--- src/rtl/cg_pkg.sv ---
// Shared types and constants for the CG phase sequencer.
package cg_pkg;

  typedef enum logic [3:0] {
    S_IDLE, S_MXV, S_VXV1, S_UPD, S_VXV2, S_PUPD, S_ITER_END, S_DONE, S_ERR
  } state_t;

  localparam int NUM_PH  = 6;
  localparam int PH_MXV  = 0;
  localparam int PH_VXV1 = 1;
  localparam int PH_XUPD = 2;
  localparam int PH_RUPD = 3;
  localparam int PH_VXV2 = 4;
  localparam int PH_PUPD = 5;

  localparam int NO_OF_ITERATION_DEF = 20;

  function automatic logic in_phase(state_t s);
    return s inside {S_MXV, S_VXV1, S_UPD, S_VXV2, S_PUPD};
  endfunction

endpackage

--- src/rtl/cg_phase_watchdog.sv ---
// Per-phase cycle counter; expire rises once LIMIT-1 cycles have passed since clear.
module cg_phase_watchdog #(
  parameter int LIMIT = 4096
) (
  input  logic clk,
  input  logic reset,
  input  logic enable,
  input  logic clear,
  output logic expire
);
  localparam int CW = (LIMIT > 2) ? $clog2(LIMIT) : 1;

  logic [CW-1:0] cnt;

  always_ff @(posedge clk) begin
    if (!reset)                                    cnt <= '0;
    else if (clear)                                cnt <= '0;
    else if (enable && cnt != CW'(LIMIT - 1))      cnt <= cnt + CW'(1);
  end

  assign expire = enable && (cnt == CW'(LIMIT - 1));

endmodule

--- src/rtl/cg_phase_sequencer.sv ---
// CG iteration scheduler: launches each phase, waits for done, counts iterations.
// Optional per-phase watchdog compiled in with CG_PHASE_WATCHDOG_EN.
module cg_phase_sequencer
  import cg_pkg::*;
#(
  parameter int NO_OF_ITERATION = NO_OF_ITERATION_DEF,
  parameter int ITER_W          = 11,
  parameter int PHASE_TIMEOUT   = 4096
) (
  input  logic              clk,
  input  logic              reset,
  input  logic              start,
  input  logic              converged,
  input  logic [5:0]        phase_done,
  output logic [5:0]        phase_go,
  output logic              finish_alu,
  output logic              finish_all,
  output logic              halt,
  output logic              busy,
  output logic [ITER_W-1:0] iteration_count,
  output logic              err
);

  state_t            state, state_n;
  logic [5:0]        go_n, valid, live;
  logic              fa_n, fall_n, halt_n, busy_n, err_n;
  logic [ITER_W-1:0] cnt_n;
  logic              conv_q, conv_n;
  logic              x_q, r_q, x_n, r_n, x_set, r_set;

`ifdef CG_PHASE_WATCHDOG_EN
  logic wd_expire;

  cg_phase_watchdog #(.LIMIT(PHASE_TIMEOUT)) u_wd (
    .clk    (clk),
    .reset  (reset),
    .enable (in_phase(state)),
    .clear  (|go_n),
    .expire (wd_expire)
  );
`endif

  always_ff @(posedge clk) begin
    if (!reset) begin
      state           <= S_IDLE;
      phase_go        <= '0;
      finish_alu      <= 1'b0;
      finish_all      <= 1'b0;
      halt            <= 1'b0;
      busy            <= 1'b0;
      iteration_count <= '0;
      err             <= 1'b0;
      conv_q          <= 1'b0;
      x_q             <= 1'b0;
      r_q             <= 1'b0;
    end else begin
      state           <= state_n;
      phase_go        <= go_n;
      finish_alu      <= fa_n;
      finish_all      <= fall_n;
      halt            <= halt_n;
      busy            <= busy_n;
      iteration_count <= cnt_n;
      err             <= err_n;
      conv_q          <= conv_n;
      x_q             <= x_n;
      r_q             <= r_n;
    end
  end

  always_comb begin
    state_n = state;
    go_n    = '0;
    fa_n    = 1'b0;
    fall_n  = 1'b0;
    cnt_n   = iteration_count;
    conv_n  = conv_q;
    x_n     = x_q;
    r_n     = r_q;
    valid   = '0;
    x_set   = 1'b0;
    r_set   = 1'b0;

    // Done bits the current state may consume; none during the go (entry) cycle.
    case (state)
      S_MXV:  valid[PH_MXV]  = 1'b1;
      S_VXV1: valid[PH_VXV1] = 1'b1;
      S_UPD:  begin valid[PH_XUPD] = 1'b1; valid[PH_RUPD] = 1'b1; end
      S_VXV2: valid[PH_VXV2] = 1'b1;
      S_PUPD: valid[PH_PUPD] = 1'b1;
      default: valid = '0;
    endcase
    if (|phase_go) valid = '0;
    live = phase_done & valid;

    case (state)
      S_IDLE, S_DONE: begin
        if (start) begin
          state_n        = S_MXV;
          go_n[PH_MXV]   = 1'b1;
          cnt_n          = '0;
          conv_n         = 1'b0;
        end
      end
      S_MXV: if (live[PH_MXV]) begin
        state_n       = S_VXV1;
        go_n[PH_VXV1] = 1'b1;
      end
      S_VXV1: if (live[PH_VXV1]) begin
        state_n       = S_UPD;
        go_n[PH_XUPD] = 1'b1;
        go_n[PH_RUPD] = 1'b1;
      end
      S_UPD: begin
        x_set = x_q | live[PH_XUPD];
        r_set = r_q | live[PH_RUPD];
        if (x_set && r_set) begin
          state_n       = S_VXV2;
          go_n[PH_VXV2] = 1'b1;
          x_n           = 1'b0;
          r_n           = 1'b0;
        end else begin
          x_n = x_set;
          r_n = r_set;
        end
      end
      S_VXV2: if (live[PH_VXV2]) begin
        state_n       = S_PUPD;
        go_n[PH_PUPD] = 1'b1;
        conv_n        = converged;
      end
      S_PUPD: if (live[PH_PUPD]) begin
        state_n = S_ITER_END;
        fa_n    = 1'b1;
        if (iteration_count != '1) cnt_n = iteration_count + ITER_W'(1);
      end
      S_ITER_END: begin
        // Count already holds the just-completed iteration here.
        if (conv_q || iteration_count == ITER_W'(NO_OF_ITERATION)) begin
          state_n = S_DONE;
          fall_n  = 1'b1;
        end else begin
          state_n      = S_MXV;
          go_n[PH_MXV] = 1'b1;
        end
      end
      default: state_n = state;
    endcase

`ifdef CG_PHASE_WATCHDOG_EN
    if (wd_expire && in_phase(state) && state_n == state) begin
      state_n = S_ERR;
      go_n    = '0;
      x_n     = 1'b0;
      r_n     = 1'b0;
    end
`endif

    err_n  = err | (|(phase_done & ~valid)) | (state_n == S_ERR);
    busy_n = in_phase(state_n) || state_n == S_ITER_END;
    halt_n = (state_n == S_DONE) || (state_n == S_ERR);
  end

endmodule

--- config.mk ---
export PLATFORM = sky130hd
export DESIGN_NAME = cg_phase_sequencer
export DESIGN_NICKNAME = d
export VERILOG_FILES = /design/src/rtl/cg_pkg.sv /design/src/rtl/cg_phase_watchdog.sv /design/src/rtl/cg_phase_sequencer.sv
export SDC_FILE = /design/constraint.sdc
export NUM_CORES = 1
export LEC_CHECK = 0
export CORE_MARGIN = 5
export CORE_UTILIZATION = 40
export DETAILED_ROUTE_END_ITERATION = 7
export PLACE_DENSITY_LB_ADDON = 0.08
export SYNTH_ARGS = -nofsm -noshare
export SYNTH_HDL_FRONTEND = slang
export SYNTH_SLANG_ARGS = --single-unit
--- constraint.sdc ---
create_clock -name clk -period 2.8 [get_ports clk]
set_clock_uncertainty 0.15 [all_clocks]
set_input_delay 0.42 -clock clk [delete_from_list [all_inputs] [get_ports clk]]
set_output_delay 0.42 -clock clk [all_outputs]
set_load 0.1 [all_outputs]
==> flow_summary_export.csv <==
group,metric,value,unit
run,cap_violations,0,
die,top_level_ports,32,
drt,vias,1490,
critical_path,crit_arrival,2.49,ns
critical_path,crit_required,2.87,ns
die,dieArea,0.00529,mm2
power,p_comb_share,26.2,%
power,p_seq_share,42.3,%
drt,ant_nets,0,
placement,place_ws,0.185,ns
power,pwr-share-clk,31.5,%
critical_path,r2r_start,"state[0]$_SDFF_PN0_",
synthesis,ys_types,47,
sta,worst_pin_slew,0.593,ns
grt,track_usage,15.7,%
sta,slew-limit-headroom,60.4,%
synthesis,synthCells,194,
synthesis,syn_nets,206,
sta,fmax,413,MHz
critical_path,cp-startpoint,"state[0]$_SDFF_PN0_",
sta,setup_viol,0,
layout,n_antenna_cell,0,
placement,io_buffers,31,
clocking,post_cts_buffers,0,
power,p_leak,0.695,nW
layout,finalCoreUtilization,51.4,%
clocking,clock_path_buffers,2,
clocking,clkTransAtPathRegs,0.10,ns
drt,wl,3830,um
clocking,tritoncts,"done",
die,num_rows,22,
placement,placed_cells,267,
synthesis,yosysWarnings,0,
synthesis,syn_avg_cell_area,8.11,um2
grt,grt_max_degree,20,
clocking,cts.sinks,28,
grt,grt_pass1_wl,6630,um
critical_path,crit_fanout,15,
clocking,clock_latency,0.28,ns
die,die-height,72.7,um
drt,drt_iter0_drc,97,
sta,tns,0,ns
power,power.switching,0.335,mW
placement,hpwlAfterDp,3000,um
sta,finalHoldViolCount,0,
sta,period_share,86.4,%
min_path,hp-class,"reg2reg",
synthesis,synth-seq-cells,28,
sta,rsz0062_at_grt,"no",
placement,place_congestion,0.863,
synthesis,ys_seq_area_share,35.6,%
layout,syn_to_final_growth,22.4,%
synthesis,synth_area,0.00157,mm2
drt,drcViolationCount,0,
drt,dr.pass1.iters,4,
layout,multiInputGateArea,910,um2
synthesis,ys_dominant_reg_cell,"dfxtp_1",
grt,grt_pass1_vias,1457,
drt,detail_route.wl_per_cell,14.1,um
die,floorplan.initialDensity,42.0,%
critical_path,start_kind,"flip-flop",
power,ir_drop,346,uV
min_path,min-delay-start,"err$_SDFF_PN0_",
status,status,"complete, no violations",
die,die_x,72.7,um
power,intPower,0.695,mW
drt,via_per_inst,5.50,
sta,setup_ws,0.380,ns
sta,drv_slew,0,
power,power,1.03,mW
die,core,0.00374,mm2
layout,fin_nets,236,
clocking,cts.root.buffer_cell,"clkbuf_8",
power,switching_share,32.5,%
clocking,cts_buffers,3,
grt,antenna_found_initial,0,
synthesis,synth_edf_count,0,
clocking,post_cts_resized,0,
synthesis,synth-async-reset-ratio,0,%
clocking,cts_hold_buf,0,
grt,gr-total-overflow,0,
clocking,h-tree-depth,1,
critical_path,worstSetupEndpointType,"flip-flop",
critical_path,critPathKind,"reg2reg",
layout,fin_cells,271,
layout,nFillCells,384,
sta,timing.final.crit_period,2.42,ns
layout,drive_gt1_share,18.4,%
layout,register_area,561,um2
power,cellPowerDensity,536,mW/mm2
-- through the flow --
stage                     area (um2)  hold slack (ns)
after floorplan                 1570            0.326
after global placement          1850            0.332
after detailed placement        1850            0.336
after CTS                       1920            0.365
after global routing            1920            0.404
final                           1920            0.362
-- path summary, 6_finish.rpt --
kind | end | slack (ns) | depth (start not counted)
worst max register to register | halt$_SDFF_PN0_ | 0.38 | 6
worst min register to register | err$_SDFF_PN0_ | 0.36 | 1
worst min-delay path | err$_SDFF_PN0_ | 0.36 | 1
worst max-delay path | halt$_SDFF_PN0_ | 0.38 | 6
-- power by group through the flow --
stage          clock network, mW  logic, mW  registers (mW)
2_1_floorplan                  0      0.162           0.494
3_3_place_gp                   0      0.268           0.444
3_5_place_dp                   0      0.271           0.445
4_1_cts                    0.335      0.272           0.436
5_1_grt                    0.349      0.296           0.440
6_report                   0.325      0.270           0.436
-- area by class of cell --
cell class / count / share of cell area (%)
clock buffer: 3 / 2.15
tap: 48 / 3.12
multi-input combinational: 145 / 47.3
sequential: 28 / 29.1
timing repair buffer: 34 / 14.4
clock inverter: 1 / 1.56
inverter: 12 / 2.34
-- synthesized netlist by cell type (all sizes together), types with 3 or more instances --
library cell  instances  area, um2
nor2                 27        101
nor2b                 6       37.5
nor3                 12       85.1
dfxtp                28        561
nand2b                4       25.0
nand3                10       50.1
a21oi                 9       45.0
nor3b                 3       22.5
clkbuf                4       15.0
inv                  12       45.0
nor4                  6       58.8
buf                   5       42.5
xnor2                 7       61.3
or4                   3       26.3
o21ai                12       60.1
nand2                13       51.3
-- registers in the layout, indices dropped and copies added (netlist names) --
| signal | cells |
|---|---|
| halt | 1 |
| conv_q | 1 |
| r_q | 1 |
| phase_go | 5 |
| finish_alu | 1 |
| x_q | 1 |
| iteration_count | 11 |
| finish_all | 1 |
| busy | 1 |
| err | 1 |
| state | 4 |
-- routing by layer --
| metal | routed length [um] | global-route usage (%) |
|---|---|---|
| met2 | 1870 | 25.8 |
| met4 | 91 | 6.56 |
| met3 | 260 | 4.13 |
| met5 | 0 | 0 |
| met1 | 1620 | 19.3 |
-- kinds of logic after synthesis --
kind of cell	count (synthesis)	synth area share, %
AOI/OAI and AO/OA	39	16.5
xor gates and xnor gates	7	3.90
adders and majority gates	2	1.59
buffers and inverters	21	6.52
DFF	28	35.6
muxes	1	0.636
and+or+nand+nor	96	35.2
-- worst max-delay path, cell delays in order, from the launching register on --
cell	delay, ns
dfxtp_1	0.61
nand4bb_1	0.36
a311oi_1	0.35
nor3_1	0.12
o2111a_1	0.19
or4_1	0.51
o21ai_1	0.08
-- cell usage in the layout (no fill, tap or decap), types with 6 or more instances in the layout --
master,n
nand3_1,10
nor2b_1,6
a21oi_1,9
nand2_1,12
dfxtp_1,28
nor3_1,7
o21ai_0,11
xnor2_1,7
buf_4,25
nor2_1,27
clkdlybuf4s50_1,9
inv_1,12
Note: power is estimated with default switching activity, not from simulation.
